--- config.mk ---
export PLATFORM = sky130hd
export DESIGN_NAME = sdram_pattern_tester
export DESIGN_NICKNAME = d
export VERILOG_FILES = /design/src/rtl/sdram_test_pkg.sv /design/src/rtl/sdram_pattern_gen.sv /design/src/rtl/sdram_pattern_tester.sv
export SDC_FILE = /design/constraint.sdc
export NUM_CORES = 1
export LEC_CHECK = 0
export BUFFER_PORTS_ARGS = -buffer_cell sky130_fd_sc_hd__buf_2
export CAP_MARGIN = 25
export CORE_MARGIN = 2
export CORE_UTILIZATION = 54
export DETAILED_ROUTE_END_ITERATION = 6
export MAX_ROUTING_LAYER = met4
export PLACE_DENSITY = 0.8
export SYNTH_ARGS = -nofsm -noshare
export SYNTH_HDL_FRONTEND = slang
export SYNTH_SLANG_ARGS = --single-unit
--- constraint.sdc ---
create_clock -name clk -period 3.26 [get_ports clk]
set_input_delay 0.652 -clock clk [delete_from_list [all_inputs] [get_ports clk]]
set_output_delay 0.652 -clock clk [all_outputs]
set_load 0.01 [all_outputs]
--- src/rtl/sdram_test_pkg.sv ---
// Shared types for the SDRAM pattern tester and users of async_sdram_ctrl.
package sdram_test_pkg;

  // Data pattern selection, latched when a run starts.
  typedef enum logic [1:0] {
    MODE_ADDR  = 2'd0,
    MODE_WALK  = 2'd1,
    MODE_LFSR  = 2'd2,
    MODE_NADDR = 2'd3
  } mode_e;

  // Tester sequencing states.
  typedef enum logic [1:0] {
    ST_IDLE  = 2'd0,
    ST_WRITE = 2'd1,
    ST_READ  = 2'd2,
    ST_DONE  = 2'd3
  } state_e;

  // Right-shifting Fibonacci form of x^16+x^14+x^13+x^11+1: the feedback bit
  // is the XOR of register bits 0, 2, 3 and 5 and enters at bit 15.
  localparam logic [15:0] LFSR_TAPS = 16'h002D;

  localparam int CMD_ADDR_W = 24;
  localparam int CMD_DATA_W = 16;

  // Command word as pushed into the controller's command FIFO.
  typedef struct packed {
    logic                  we;
    logic [CMD_ADDR_W-1:0] addr;
    logic [CMD_DATA_W-1:0] data;
  } cmd_t;

endpackage

--- src/rtl/sdram_pattern_gen.sv ---
// Address and data pattern generator. load restarts the sequence at BASE_ADDR
// with the LFSR seeded; step advances to the next word. addr/data describe the
// current word.
module sdram_pattern_gen
  import sdram_test_pkg::*;
#(
  parameter int                ADDR_W    = 24,
  parameter int                DATA_W    = 16,
  parameter logic [ADDR_W-1:0] BASE_ADDR = '0,
  parameter logic [15:0]       LFSR_SEED = 16'hACE1
) (
  input  logic              clk,
  input  logic              rst_n,
  input  logic [1:0]        mode,
  input  logic              load,
  input  logic              step,
  output logic [ADDR_W-1:0] addr,
  output logic [DATA_W-1:0] data
);

  logic [15:0] walk_q;
  logic [15:0] lfsr_q;
  logic [15:0] pat;

  // Sequence state: address counter wraps naturally, walking one rotates, LFSR shifts.
  always_ff @(posedge clk or negedge rst_n) begin
    if (!rst_n) begin
      addr   <= BASE_ADDR;
      walk_q <= 16'h0001;
      lfsr_q <= LFSR_SEED;
    end else if (load) begin
      addr   <= BASE_ADDR;
      walk_q <= 16'h0001;
      lfsr_q <= LFSR_SEED;
    end else if (step) begin
      addr   <= addr + 1'b1;
      walk_q <= {walk_q[14:0], walk_q[15]};
      lfsr_q <= {^(lfsr_q & LFSR_TAPS), lfsr_q[15:1]};
    end
  end

  // Pattern select for the current word.
  always_comb begin
    pat = addr[15:0];
    case (mode_e'(mode))
      MODE_ADDR:  pat = addr[15:0];
      MODE_WALK:  pat = walk_q;
      MODE_LFSR:  pat = lfsr_q;
      MODE_NADDR: pat = ~addr[15:0];
    endcase
  end

  assign data = DATA_W'(pat);

endmodule

--- src/rtl/sdram_pattern_tester.sv ---
// Self-checking SDRAM exerciser: writes a pattern block through the command
// FIFO, reads it back with several reads in flight and compares every word.
//
// Handshakes: a command is transferred on a cycle where writer_enq_o=1, which
// is only ever raised while writer_full_i=0; writer_d_o holds the offered
// command and changes only after it was taken. A read word is consumed on a
// cycle where reader_deq_o=1, which is only raised while reader_empty_i=0;
// reader_q_i is valid in that same cycle (first-word-fall-through).
module sdram_pattern_tester
  import sdram_test_pkg::*;
#(
  parameter int                ADDR_W    = 24,
  parameter int                DATA_W    = 16,
  parameter logic [ADDR_W-1:0] BASE_ADDR = '0,
  parameter int                NUM_WORDS = 1024,
  parameter int                MAX_OUTST = 8,
  parameter logic [15:0]       LFSR_SEED = 16'hACE1
) (
  input  logic                     clk,
  input  logic                     reset_n_i,
  input  logic                     start_i,
  input  logic [1:0]               mode_i,
  input  logic                     loop_i,
  output logic [ADDR_W+DATA_W:0]   writer_d_o,
  output logic                     writer_enq_o,
  input  logic                     writer_full_i,
  input  logic [DATA_W-1:0]        reader_q_i,
  output logic                     reader_deq_o,
  input  logic                     reader_empty_i,
  output logic                     busy_o,
  output logic                     done_o,
  output logic                     error_o,
  output logic [15:0]              err_count_o,
  output logic [ADDR_W-1:0]        err_addr_o,
  output logic [DATA_W-1:0]        err_exp_o,
  output logic [DATA_W-1:0]        err_act_o,
  output logic [15:0]              pass_count_o
);

  localparam int CNT_W = $clog2(NUM_WORDS + 1);
  localparam int OST_W = $clog2(MAX_OUTST + 1);
  localparam logic [CNT_W-1:0] NW      = CNT_W'(NUM_WORDS);
  localparam logic [CNT_W-1:0] LAST    = CNT_W'(NUM_WORDS - 1);
  localparam logic [OST_W-1:0] OST_MAX = OST_W'(MAX_OUTST);

  state_e            state;
  logic [1:0]        mode_q;
  logic              cmd_valid;
  logic [CNT_W-1:0]  loaded;
  logic [CNT_W-1:0]  issued;
  logic [CNT_W-1:0]  checked;
  logic [OST_W-1:0]  outstanding;

  logic              in_write, in_read, issue_valid;
  logic              phase_start_write, phase_start_read, can_load, mismatch;
  logic [ADDR_W-1:0] wr_addr, is_addr, ck_addr, sel_addr;
  logic [DATA_W-1:0] wr_data, is_data, ck_data, sel_data;

  assign in_write    = (state == ST_WRITE);
  assign in_read     = (state == ST_READ);
  assign issue_valid = cmd_valid & (in_write | (in_read & (outstanding < OST_MAX)));
  assign writer_enq_o = issue_valid & ~writer_full_i;
  assign reader_deq_o = in_read & (checked < NW) & ~reader_empty_i;

  assign phase_start_write = ((state == ST_IDLE) & start_i) | ((state == ST_DONE) & loop_i);
  assign phase_start_read  = in_write & writer_enq_o & (issued == LAST);
  // Refill the command register when it is empty or its command is leaving.
  assign can_load = (in_write | in_read) & (loaded < NW) & (~cmd_valid | writer_enq_o)
                    & ~phase_start_read;

  assign sel_addr = in_write ? wr_addr : is_addr;
  assign sel_data = in_write ? wr_data : is_data;
  assign mismatch = reader_deq_o & (reader_q_i != ck_data);

  sdram_pattern_gen #(.ADDR_W(ADDR_W), .DATA_W(DATA_W), .BASE_ADDR(BASE_ADDR), .LFSR_SEED(LFSR_SEED))
    u_wr_gen (.clk(clk), .rst_n(reset_n_i), .mode(mode_q), .load(phase_start_write),
              .step(can_load & in_write), .addr(wr_addr), .data(wr_data));

  sdram_pattern_gen #(.ADDR_W(ADDR_W), .DATA_W(DATA_W), .BASE_ADDR(BASE_ADDR), .LFSR_SEED(LFSR_SEED))
    u_is_gen (.clk(clk), .rst_n(reset_n_i), .mode(mode_q), .load(phase_start_read),
              .step(can_load & in_read), .addr(is_addr), .data(is_data));

  sdram_pattern_gen #(.ADDR_W(ADDR_W), .DATA_W(DATA_W), .BASE_ADDR(BASE_ADDR), .LFSR_SEED(LFSR_SEED))
    u_ck_gen (.clk(clk), .rst_n(reset_n_i), .mode(mode_q), .load(phase_start_read),
              .step(reader_deq_o), .addr(ck_addr), .data(ck_data));

  // Sequencer, command register, read tracking and status outputs.
  always_ff @(posedge clk or negedge reset_n_i) begin
    if (!reset_n_i) begin
      state        <= ST_IDLE;
      mode_q       <= '0;
      cmd_valid    <= 1'b0;
      writer_d_o   <= '0;
      loaded       <= '0;
      issued       <= '0;
      checked      <= '0;
      outstanding  <= '0;
      busy_o       <= 1'b0;
      done_o       <= 1'b0;
      error_o      <= 1'b0;
      err_count_o  <= '0;
      err_addr_o   <= '0;
      err_exp_o    <= '0;
      err_act_o    <= '0;
      pass_count_o <= '0;
    end else begin
      done_o <= 1'b0;

      if (can_load) begin
        writer_d_o <= {in_write, sel_addr, in_write ? sel_data : {DATA_W{1'b0}}};
        cmd_valid  <= 1'b1;
        loaded     <= loaded + 1'b1;
      end else if (writer_enq_o) begin
        cmd_valid <= 1'b0;
      end
      if (writer_enq_o) issued <= issued + 1'b1;

      case ({in_read & writer_enq_o, reader_deq_o})
        2'b10:   outstanding <= outstanding + 1'b1;
        2'b01:   outstanding <= outstanding - 1'b1;
        default: ;
      endcase

      if (reader_deq_o) checked <= checked + 1'b1;

      if (mismatch) begin
        if (err_count_o != 16'hFFFF) err_count_o <= err_count_o + 16'd1;
        if (!error_o) begin
          error_o    <= 1'b1;
          err_addr_o <= ck_addr;
          err_exp_o  <= ck_data;
          err_act_o  <= reader_q_i;
        end
      end

      case (state)
        ST_IDLE: begin
          if (start_i) begin
            state        <= ST_WRITE;
            mode_q       <= mode_i;
            busy_o       <= 1'b1;
            error_o      <= 1'b0;
            err_count_o  <= '0;
            err_addr_o   <= '0;
            err_exp_o    <= '0;
            err_act_o    <= '0;
            pass_count_o <= '0;
            loaded       <= '0;
            issued       <= '0;
            cmd_valid    <= 1'b0;
          end
        end
        ST_WRITE: begin
          if (phase_start_read) begin
            state       <= ST_READ;
            loaded      <= '0;
            issued      <= '0;
            checked     <= '0;
            outstanding <= '0;
            cmd_valid   <= 1'b0;
          end
        end
        ST_READ: begin
          if (reader_deq_o && (checked == LAST)) begin
            state        <= ST_DONE;
            done_o       <= 1'b1;
            pass_count_o <= pass_count_o + 16'd1;
          end
        end
        ST_DONE: begin
          if (loop_i) begin
            state     <= ST_WRITE;
            loaded    <= '0;
            issued    <= '0;
            cmd_valid <= 1'b0;
          end else begin
            state  <= ST_IDLE;
            busy_o <= 1'b0;
          end
        end
      endcase
    end
  end

endmodule

======== Word-level counts from Yosys, hierarchy flattened ========
Cells that the tools add are included.
storage, ports and cells
  flip-flop bits (word level) ............. 310
  latch bits .............................. 0
  input port bits ......................... 24
  output and inout port bits .............. 134
  word-level logic and storage cells ...... 164
  memories ................................ 0
  RAM bits ................................ 0
  ROM bits ................................ 0
operators by class
  shift-type cells ........................ 0
  reduce and logical (&&, ||, !) cells .... 14
  bitwise logic cells ..................... 26
  multiplexer cells ....................... 72
  multipliers ............................. 0
  add/sub/neg operators ................... 10
  magnitude comparators ................... 3
  equal/unequal tests ..................... 16
  divide/modulo/power cells ............... 0
operators with widths
  cell                     number
  $mux W16                 23
  $mux W24                 11
  $pmux W16 S4             2
  $mux W11                 11
  $add A24 B1 Y24 const B  3
  $pmux W11 S3             2
  $add A11 B1 Y11 const B  3
  $add A16 B1 Y16 const B  2
  $not A16 Y16             2
  $pmux W16 S2             1
  $reduce_xor A16 Y1       2
  $eq A11 B10 Y1 const B   2
  $lt A11 B11 Y1 const B   2
  $and A1 B1 Y1            16
  $ne A16 B16 Y1           1
  $ne A16 B16 Y1 const B   1
  $mux W1                  13
  $eq A2 B2 Y1 const B     5
  $reduce_bool A2 Y1       5
  $reduce_and A3 Y1        3
  $mux W4                  2
  $pmux W2 S4              1
  $pmux W4 S2              1
  $eq A2 B1 Y1 const B     3
  13 further kinds         24

======== Logic depth before layout (Yosys ltp) ========
Gate-level depths: netlist of the first run.
  depth in word-level cells ............... 12
  depth in mapped cells ................... 15
  depth with buffers taken out ............ 13

======== By module ========
From an unflattened synthesis of the first run, not the netlist that was laid out.
second synthesis, totals
  cells, all modules ...................... 1904
  area, all modules ....................... 17719.5 µm²
by module, submodules not included
  module                            cells an instance  area each (µm²)  sequential area each (µm²)  times used
  sdram_pattern_tester              908                8530.7           4354.2                      1
  sdram_pattern_gen (u_ck_gen ...)  330                3066.7           1412.6                      2
  sdram_pattern_gen (u_is_gen)      336                3055.4           1412.6                      1

======== Least setup slack after synthesis of the first run ========
Ideal clock, no wire load.
  path kind ............................... register to register
  from .................................... register state[0]
  to ...................................... register outstanding[3]
  stages on the path, launching flop included .. 14
  data required time ...................... 3.128 ns
  data arrival time ....................... 3.205 ns
  setup time .............................. 0.132 ns
  setup slack ............................. -0.077 ns
  period minus slack after synthesis ...... 3.337 ns
  cells stage by stage .................... dfrtp_1 > inv_1 > ha_1 > buf_2 > nand2_1 > inv_1 > clkbuf_1 > clkbuf_1 > buf_1 > ha_1 > or4b_2 > a21oi_1 > xnor2_1 > nor2_1
on the way
  elaborated cells between the ends (all ways) .. 16
RTL lines
  element                                       RTL line                     RTL
  from (decl)                                   sdram_pattern_tester.sv:46   state_e state;
  from (signal assigned)                        sdram_pattern_tester.sv:90   state <= ST_IDLE;
  from (signal assigned)                        sdram_pattern_tester.sv:139  state <= ST_WRITE;
  from (signal assigned)                        sdram_pattern_tester.sv:155  state <= ST_READ;
  $eq A2 B2 Y1 (*)                              sdram_pattern_tester.sv:60   assign in_read = (state == ST_READ);
  $and A1 B1 Y1 (*) (2 in a row)                sdram_pattern_tester.sv:63   assign reader_deq_o = in_read & (checked < NW) & ~reader_empty_i;
  via reader_deq_o                              sdram_pattern_tester.sv:28   output logic reader_deq_o,
  $eq A2 B1 Y1 or $eq A2 B2 Y1 (tied branches)  sdram_pattern_tester.sv:118  case ({in_read & writer_enq_o, reader_deq_o})
  $pmux W4 S2 (*)                               sdram_pattern_tester.sv:118
  $mux W4                                       sdram_pattern_tester.sv:154  if (phase_start_read) begin
  $mux W4 (*)                                   sdram_pattern_tester.sv:136  case (state)
  to (signal assigned)                          sdram_pattern_tester.sv:119  2'b10: outstanding <= outstanding + 1'b1;
  to (signal assigned)                          sdram_pattern_tester.sv:120  2'b01: outstanding <= outstanding - 1'b1;
  to (decl)                                     sdram_pattern_tester.sv:52   logic [OST_W-1:0] outstanding;
The timed path passes the listed nets; every way through them passes the cells marked *.
A chain may end at the register's enable or synchronous reset.

======== Worst setup path after layout of the first run ========
  from .................................... register mode_q[0]
  to ...................................... register err_exp_o[12]
on the way
  longest elaborated chain between the ends .. 7
  elaborated cells between the ends (all ways) .. 11
RTL lines
  element                               RTL line                     RTL
  from (decl)                           sdram_pattern_tester.sv:47   logic [1:0] mode_q;
  from (signal assigned)                sdram_pattern_tester.sv:140  mode_q <= mode_i;
  $eq A2 B2 Y1 (tied with other cells)  sdram_pattern_gen.sv:45      case (mode_e'(mode))
  $pmux W16 S4 (*)                      sdram_pattern_gen.sv:45
  $ne A16 B16 Y1                        sdram_pattern_tester.sv:73   assign mismatch = reader_deq_o & (reader_q_i != ck_data);
  $and A1 B1 Y1                         sdram_pattern_tester.sv:73
  $mux W16 (*)                          sdram_pattern_tester.sv:126  if (mismatch) begin
  $mux W16                              sdram_pattern_tester.sv:138  if (start_i) begin
  $mux W16 (*)                          sdram_pattern_tester.sv:136
  to (signal assigned)                  sdram_pattern_tester.sv:131  err_exp_o <= ck_data;
  to (decl)                             sdram_pattern_tester.sv:35   output logic [DATA_W-1:0] err_exp_o,
Every way passes the cells marked *; elsewhere a longest branch is shown, timed or not.

==> run summary, run 1 <==
The flow ran to the end, but the final reports show violations. The final reports fail on DRC. Setup slack on the worst reg-to-reg path comes out at between 0.15 and 0.2 ns. Setup repair after global routing left no endpoint under its margin.

The count of clock tree sinks is between 300 and 400. The number of nets in the synthesized netlist is roughly 1800. The number of cells on the worst reg-to-reg path is 10.

The flop and latch count out of synthesis is between 300 and 400. No sink is reached through more buffers than the 3 on the longest clock path. The area overhead of the layout relative to synthesis is 15.4%.

The synthesized cell area came out at 0.0154 sq mm. The root buffer cell chosen for the clock tree is sky130_fd_sc_hd__clkbuf_16. The wire length per cell after detailed routing is between 15 and 20 um.

Data on the critical path arrives at its endpoint at 3.51 ns. The post-cts hold buffer count is 0. For this run the aggregate overflow at the end of global routing stands at 0. The static leakage came out at just over 0.008 uW. The via-per-instance ratio came out at about 6.

The number of buffer cells added on primary ports came out at ~160. The clock skew after layout is ~0.02 ns. The count of buffers added by post-CTS timing repair for setup came out at 0. The average cell area after synthesis came out at ~8.9 sq um. Of the cells placed in the final design, the portion with a size suffix greater than 1 is 0.163. The post-detailed-placement half-perimeter wirelength came out at ~26000 um. IR analysis of the VDD net gives a maximum drop of approximately 0.57 mV. Headroom to the max-slew limit came out at 0.434.

Adding up every negative setup slack in the final design gives 0 ns. The vertical extent of the die came out at approximately 170 um. Once detail routing completed, the nets flagged for antenna violations numbered 0. The startpoint of the most critical register-to-register path is mode_q[0]$_DFFE_PN0P_. The number of gates resized after cts is 0.

The total length of routed wires came out at between 30000 and 40000 um. For the pin with the worst max-slew slack, the measured transition is between 0.8 and 0.9 ns. The number of core rows is 61. The weighted congestion at the end of routability-driven global placement is ~0.89. The highest metal layer carrying signal wires in the routed design is met4. The overall track demand over capacity in global routing came out at 0.266. TritonCTS built the clock tree. The worst setup path is of the register to register kind. After clock tree synthesis, the clock-pin slew on the worst setup and hold paths is roughly 0.06 ns.

The highest attainable clock frequency is ~320 MHz. The initial antenna violation count is 2. STA puts the critical path data required time at about 3.7 ns.

The first detailed-routing pass took 7 iterations. In the synthesized netlist the dominant register cell turns out to be sky130_fd_sc_hd__dfrtp_1. The total number of yosys warnings is 0. The min-delay analysis places its worst path in the category primary input to asynchronous set/reset pin. The worst setup path is launched from a register.

The design draws 9960 uW. The detailed-route via count is about 13000. The critical path goes through buf_12, or2_0, a21oi_1, nor3_1, nand4b_1, nor4_4, and3_4, buf_4, o21ai_0, a21oi_1. The area enclosed by the die boundary is 0.0300 sq mm. The total count of max-transition violations in the final report came out at 0. The largest net degree at the start of global routing came out at 76. The delay of the slowest cell on the worst path came out at roughly 0.52 ns. In this run the horizontal extent of the chip is 173 um.

Dividing total power by cell area gives a power density of around 560 mW/mm^2. The count of unresolved DRC violations after routing came out at 1. The fraction of synthesis flops using an asynchronous set or reset pin is 1.00. The area of the placeable core is around 0.028 sq mm. The sequential share of the synthesized area came out at 0.504. The first-pass GRT wire length is around 65000 um.

Clock tree synthesis inserted a total of 34 buffers. At the end of the flow, the number of nets in the layout was 1907. The met2 wire length is a little under 20000 um. The worst register-to-register path ends at err_exp_o[12]$_DFF_PN0_. The number of hold violations in the final report came out at 0. The initial core utilization is 0.551. The period utilization is 0.944.

After synthesis, the netlist uses 54 different library cells. The count of flip-flops with a built-in enable after synthesis came out at 0. The worst-path maximum fanout came out at 25.

The slowest cell on the critical path is sky130_fd_sc_hd__dfrtp_2. Synthesis produced a netlist whose cell count is 1741. The violation count after the first detailed-routing iteration came out at 1368.

STA classifies the critical path endpoint as a register. Setup violations remaining at the end of the flow were counted as 0. The met3 wire length came out at 2440 um. The final critical delay including setup and external delays is roughly 3.1 ns. The via count of the first global-routing pass came to about 13000. The H-tree level count came out at 2. The I/O pin count came out at between 150 and 200. The most frequent cell on the critical path is sky130_fd_sc_hd__a21oi_1. The later pin in the worst-skew pair is clocked with a latency of 0.52 ns. The met1 wire length came out at about 16000 um. The number of maximum-capacitance violations is 0.
## synth_stat cells (2+ instances only)
library cell / n / share of area
sky130_fd_sc_hd__or2_0: 3 / 0.0012
sky130_fd_sc_hd__a211oi_1: 18 / 0.0087
sky130_fd_sc_hd__nand4b_1: 4 / 0.0023
sky130_fd_sc_hd__or2_1: 3 / 0.0012
sky130_fd_sc_hd__a31oi_1: 16 / 0.0065
sky130_fd_sc_hd__xnor2_1: 43 / 0.024
sky130_fd_sc_hd__nor3_1: 13 / 0.0042
sky130_fd_sc_hd__o211ai_1: 7 / 0.0034
sky130_fd_sc_hd__o2111ai_1: 15 / 0.0085
sky130_fd_sc_hd__nand3_1: 57 / 0.018
sky130_fd_sc_hd__ha_1: 16 / 0.013
sky130_fd_sc_hd__nor2b_1: 4 / 0.0016
sky130_fd_sc_hd__nor2_1: 177 / 0.043
sky130_fd_sc_hd__o21ai_0: 104 / 0.034
sky130_fd_sc_hd__or3_1: 28 / 0.011
sky130_fd_sc_hd__a21oi_1: 179 / 0.058
sky130_fd_sc_hd__dfrtp_1: 292 / 0.47
sky130_fd_sc_hd__inv_1: 27 / 0.0066
sky130_fd_sc_hd__nor4_1: 9 / 0.0036
sky130_fd_sc_hd__and3_1: 27 / 0.011
sky130_fd_sc_hd__nand4_1: 27 / 0.011
sky130_fd_sc_hd__buf_6: 8 / 0.0058
sky130_fd_sc_hd__buf_1: 16 / 0.0039
sky130_fd_sc_hd__nor4_2: 3 / 0.0024
sky130_fd_sc_hd__or4_1: 3 / 0.0015
sky130_fd_sc_hd__mux2i_1: 38 / 0.025
sky130_fd_sc_hd__o31ai_1: 5 / 0.0024
sky130_fd_sc_hd__and4_1: 6 / 0.0034
sky130_fd_sc_hd__clkbuf_1: 74 / 0.018
sky130_fd_sc_hd__dfstp_2: 18 / 0.031
sky130_fd_sc_hd__or2_2: 3 / 0.0012
sky130_fd_sc_hd__buf_2: 15 / 0.0049
sky130_fd_sc_hd__clkbuf_2: 2 / 0.00065
sky130_fd_sc_hd__a211oi_2: 2 / 0.0016
sky130_fd_sc_hd__o21a_1: 8 / 0.0039
sky130_fd_sc_hd__a21oi_2: 4 / 0.0023
sky130_fd_sc_hd__a311oi_1: 2 / 0.0011
sky130_fd_sc_hd__nand2b_1: 19 / 0.0077
sky130_fd_sc_hd__and2_1: 6 / 0.0024
sky130_fd_sc_hd__o21ai_1: 8 / 0.0026
sky130_fd_sc_hd__a31o_1: 7 / 0.0040
sky130_fd_sc_hd__xor2_1: 72 / 0.041
sky130_fd_sc_hd__nand2_1: 342 / 0.083
## per-layer routing
| metal | track usage | up-vias |
|---|---|---|
| li1 | - | 6183 |
| met1 | 0.342 | 6498 |
| met2 | 0.446 | 482 |
| met3 | 0.0319 | 77 |
| met4 | 0.0773 | 0 |
| met5 | - | - |
## critical path: cells and delay by family (launching register included)
| kind | cells | cell delay (ns) |
|---|---|---|
| AND/OR/NAND/NOR | 5 | 1.36 |
| flip-flops | 1 | 0.52 |
| AO/OA/AOI/OAI | 3 | 0.64 |
| buffers and inverters | 2 | 0.47 |
## area by class of cell
type	count	area (sq um)
multi-input cells	1289	7130
clock inverters	13	140
well taps	378	473
clock buffers	48	983
flip-flops and latches	310	7780
inverters	28	105
repair buffers	204	1210
diodes	1	2.50
fillers	2273	10200
## metrics by stage
step                      hold slack [ns]  setup WS [ns]  cells   util  instance area, sq um
after floorplan                     0.356          0.101   1741      -                 15400
after global placement              0.459          0.321   2207  0.594                 16600
after detailed placement            0.458          0.207   2207  0.594                 16600
after CTS                           0.121          0.190   2268  0.634                 17800
after global routing                0.140         0.0145   2271  0.636                 17800
final                              0.0967          0.182   2271  0.636                 17800
## layout by cell type (no fill, tap or decap), types with 7 or more instances in the layout
cell	n
sky130_fd_sc_hd__a31oi_1	15
sky130_fd_sc_hd__or3_1	28
sky130_fd_sc_hd__buf_4	42
sky130_fd_sc_hd__nor2_1	175
sky130_fd_sc_hd__nand3_1	57
sky130_fd_sc_hd__inv_1	26
sky130_fd_sc_hd__and3_1	27
sky130_fd_sc_hd__a31o_1	7
sky130_fd_sc_hd__dfrtp_1	290
sky130_fd_sc_hd__o2111ai_1	15
sky130_fd_sc_hd__mux2i_1	38
sky130_fd_sc_hd__nor3_1	12
sky130_fd_sc_hd__o21a_1	8
sky130_fd_sc_hd__buf_2	156
sky130_fd_sc_hd__nand2_1	342
sky130_fd_sc_hd__a211oi_1	17
sky130_fd_sc_hd__nand2b_1	19
sky130_fd_sc_hd__o21ai_0	104
sky130_fd_sc_hd__a21oi_1	179
sky130_fd_sc_hd__nor4_1	9
sky130_fd_sc_hd__clkbuf_8	8
sky130_fd_sc_hd__dfstp_2	18
sky130_fd_sc_hd__nand4_1	27
sky130_fd_sc_hd__xnor2_1	43
sky130_fd_sc_hd__o21ai_1	7
sky130_fd_sc_hd__xor2_1	72
sky130_fd_sc_hd__clkbuf_16	34
sky130_fd_sc_hd__o211ai_1	7
sky130_fd_sc_hd__ha_1	14
## flip-flops by register name (all words and copies together), names as in the netlist, 24 cells and up
name and count:
u_wr_gen.addr 24, err_addr_o 24, u_is_gen.addr 24, u_ck_gen.addr 24, writer_d_o 41
## how the worst max path moves through the flow
stage	start	to	cells after the start
finish	mode_q[0]$_DFFE_PN0P_	err_exp_o[12]$_DFF_PN0_	10
global route	state[0]$_DFFE_PN0P_	outstanding[2]$_DFF_PN0_	13
CTS	mode_q[0]$_DFFE_PN0P_	err_exp_o[12]$_DFF_PN0_	10
detailed placement	mode_q[0]$_DFFE_PN0P_	err_exp_o[12]$_DFF_PN0_	10
global placement	state[0]$_DFFE_PN0P_	outstanding[3]$_DFF_PN0_	11
floorplan	state[0]$_DFFE_PN0P_	outstanding[3]$_DFF_PN0_	13
## cells by family after synthesis
group / share of synthesized area
buf+inv: 0.0405
mux: 0.0246
flops: 0.504
fa+ha+maj: 0.0130
xor+xnor: 0.0652
simple gates: 0.213
compound gates: 0.140
## power by group
part	switching (uW)	leakage (uW)	internal (uW)
clock network	1580	0.000556	2280
registers	297	0.00409	4200
logic	1040	0.00367	570
No activity file was read; power rests on OpenSTA's default activity.
==> run 2, diff against run 1 <==
CORE_UTILIZATION = 55   (was 54)
PLACE_DENSITY = 0.78   (was 0.8)
clock period = 3 ns   (was 3.26 ns; I/O delays follow)
==> run 2 against run 1 <==
Effect of this change: the flow now finishes without violations; clock skew fell by 0.012 ns; sequential cell count did not move; hold slack improved by 0.13 ns; power rose by 8.4%; first-iteration DRC count fell by 9.6%; count of clock-buffer cells in the layout fell by 4; critical path type unchanged; highest routed layer unchanged.
==> run summary, run 2 (synthesized netlist as in run 1, its figures left out) <==
Result of the run: complete, no violations (was finished, violations left). The net total in the final layout came out at 1902 (was 1907). The wire length per cell after detailed routing is 16.9 um (was 17.4 um).

The static leakage came out at 0.00829 uW (was 0.00831 uW). The post-detailed-placement half-perimeter wirelength is 26000 um (was 26100 um). The weighted congestion at the end of routability-driven global placement came out at 0.854 (was 0.893). The area of the placeable core is 0.0277 sq mm (was 0.0280 sq mm). The final critical delay including setup and external delays is 2.87 ns (was 3.08 ns).

The violation count after the first detailed-routing iteration is 1236 (was 1368). The multi-input logic area came out at 0.00708 sq mm (was 0.00713 sq mm). The reported net switching power came out at 3080 uW (was 2910 uW). The clock root buffer is sky130_fd_sc_hd__clkbuf_16 (unchanged). The internal cell power is 7720 uW (was 7050 uW).

The post-placement cell area is 0.0167 sq mm (was 0.0166 sq mm). The highest attainable clock frequency is 348 MHz (was 325 MHz). The I/O pin count came out at 158 (unchanged).

The flip-flop count of the largest register, all copies and words added came out at 41 (unchanged). The count of clock tree sinks is 310 (unchanged). The worst path required time is 3.48 ns (was 3.69 ns). The footprint of the flip-flops and latches came out at 0.00778 sq mm (unchanged). The number of core rows came out at 61 (unchanged). The latest clock arrival within the worst-skew pair came out at 0.57 ns (was 0.52 ns). The clock skew after layout came out at 0.00892 ns (was 0.0206 ns). The number of buffers added by the clock tree synthesis step came out at 31 (was 34).

The overall die width came out at 172 um (was 173 um). The slew of the pin with the lowest slew margin came out at 0.601 ns (was 0.849 ns). The count of buffers added by post-CTS timing repair for setup is 0 (unchanged). The largest net degree at the start of global routing is 87 (was 76). The kind of critical path is register to register (unchanged). The total count of max-transition violations in the final report is 0 (unchanged).

The arrival time of data at the critical path endpoint came to 3.35 ns (was 3.51 ns). The slowest cell on the critical path is sky130_fd_sc_hd__dfrtp_2 (unchanged). The initial core utilization is 0.557 (was 0.551).

The switching portion of total power is 0.285 (was 0.292). The layout cell share with drive strength beyond 1 is 0.160 (was 0.163). The fill cell instance count of the final layout came out at 2246 (was 2273).

The total congestion overflow after global routing came out at 0 (unchanged). The number of hold violations in the final report came out at 0 (unchanged). The worst slew margin relative to its limit was 0.596 (was 0.434). The worst-path maximum fanout came to 62 (was 25).

The number of buffers between clock root and the deepest sink came to 3 (unchanged). The delay of the slowest cell on the worst path came to 0.71 ns (was 0.52 ns). The combinational fraction of design power is 0.163 (was 0.161). The critical path capture point type is a register (unchanged).

The clock network fraction of design power is 0.385 (was 0.387). The most frequent cell on the critical path is sky130_fd_sc_hd__buf_12 (was sky130_fd_sc_hd__a21oi_1). Most frequent cells in the layout: 342 x sky130_fd_sc_hd__nand2_1, 290 x sky130_fd_sc_hd__dfrtp_1, 179 x sky130_fd_sc_hd__a21oi_1, 174 x sky130_fd_sc_hd__nor2_1, 156 x sky130_fd_sc_hd__buf_2 (was 342 x sky130_fd_sc_hd__nand2_1, 290 x sky130_fd_sc_hd__dfrtp_1, 179 x sky130_fd_sc_hd__a21oi_1, 175 x sky130_fd_sc_hd__nor2_1, 156 x sky130_fd_sc_hd__buf_2).

The via-per-instance ratio is 5.76 (was 5.83). The number of routed nets with antenna violations came to 0 (unchanged). The number of maximum-capacitance violations came out at 0 (unchanged).

The power per unit of standard cell area came out at 606 mW/mm^2 (was 559 mW/mm^2). The leading cell type in the layout, fill and taps excluded was sky130_fd_sc_hd__nand2_1 (unchanged). The count of unresolved DRC violations after routing is 0 (was 1). The hold slack came out at 0.223 ns (was 0.0967 ns). The area overhead of the layout relative to synthesis is 15.3% (was 15.4%). The worst hold-check path type is primary input to register (was primary input to asynchronous set/reset pin). The clock tree from TritonCTS is built (unchanged). RSZ-0062 raised after global routing: yes (was no). The final setup violation count is 0 (unchanged). The area of all placed cells without fillers is 0.0178 sq mm (about the same). The period utilization is 0.957 (was 0.944). The initial antenna violation count is 1 (was 2).

The number of buffer cells added on primary ports came out at 157 (unchanged). The first-pass GRT wire length is 62400 um (was 64700 um). The vertical extent of the die is 172 um (was 173 um). The area enclosed by the die boundary came out at 0.0294 sq mm (was 0.0300 sq mm).

The total length of routed wires came to 38300 um (was 39400 um). The register name with the most flops is writer_d_o (unchanged). The via count of the first global-routing pass came out at 12400 (was 12800).

Cell-by-cell trace of the critical path: buf_12, a211oi_1, a31oi_1, o21a_1, xor2_1, nor4_2, and3_4, buf_12, or4_1, a21oi_1 (was buf_12, or2_0, a21oi_1, nor3_1, nand4b_1, nor4_4, and3_4, buf_4, o21ai_0, a21oi_1). The H-tree level count is 1 (was 2). The clock-pin slew on the worst setup and hold paths was 0.06 ns (about the same). The detailed-route via count is 13000 (was 13200). The count of TritonRoute iterations in the first routing pass came out at 5 (was 7). The overall track demand over capacity in global routing came to 0.268 (was 0.266). The worst supply voltage drop on vdd is 0.584 mV (was 0.574 mV). The sequential power share came out at 0.452 (was 0.451). The type of element launching the critical path is a register (unchanged).
run 2: power groups by stage:
stage,combinational (uW),sequential [uW],clock (uW)
after global routing,1980,4930,4370
final,1760,4880,4150
after CTS,1790,4880,4210
after detailed placement,1780,4940,0
after floorplan,984,4970,0
after global placement,1720,4930,0
run 2: repair_timing:
action,in CTS,in global routing
endpoints found under the hold margin,47,0
hold buffers,1,0
endpoints found under the setup margin,0,14
gates resized for setup,0,3
run 2: worst max-delay path, delay by kind of cell, from the launching register on:
kind | cells | cell delay [ns]
xor gates and xnor gates | 1 | 0.22
AOI/OAI and AO/OA | 4 | 0.65
DFF | 1 | 0.71
buffers and inverters | 2 | 0.39
and+or+nand+nor | 3 | 0.77
run 2: path summary, 6_finish.rpt:
kind	from	slack (ns)	cells after the start	to
worst max-delay path	mode_q[0]$_DFFE_PN0P_	0.13	10	err_count_o[10]$_DFF_PN0_
worst min-delay path	mode_i[1]	0.22	3	mode_q[1]$_DFFE_PN0P_
worst max register to register	mode_q[0]$_DFFE_PN0P_	0.13	10	err_count_o[10]$_DFF_PN0_
worst min register to register	writer_d_o[11]$_DFFE_PN0N_	0.47	2	writer_d_o[11]$_DFFE_PN0N_
max in group asynchronous	reset_n_i	1.63	3	u_wr_gen.lfsr_q[7]$_DFFE_PN1P_
min in group asynchronous	reset_n_i	0.56	2	err_count_o[4]$_DFF_PN0_
run 2: layout make-up:
type                            instances  share of cell area
Inverter                               28             0.00590
Clock inverter                         14              0.0114
Clock buffer                           44              0.0502
Multi-Input combinational cell       1287               0.398
Timing Repair Buffer                  204              0.0710
Tap cell                              378              0.0266
Antenna cell                            1            0.000141
Sequential cell                       310               0.437
run 2: stage by stage:
step / util / cells / setup TNS (ns) / setup WS (ns) / total power, uW
2_1_floorplan: - / 1741 / 0 / 0.0277 / 5960
3_3_place_gp: 0.602 / 2206 / 0 / 0.307 / 6650
3_5_place_dp: 0.602 / 2206 / 0 / 0.137 / 6720
4_1_cts: 0.642 / 2265 / 0 / 0.105 / 10900
5_1_grt: 0.643 / 2266 / -0.0338 / -0.0338 / 11300
6_report: 0.643 / 2266 / 0 / 0.128 / 10800
run 2: routing by layer:
layer	vias up	global-route usage	share of wire
li1	6177	-	-
met1	6409	0.344	0.42
met2	387	0.441	0.49
met3	74	0.0414	0.056
met4	0	0.0807	0.030
met5	-	-	0
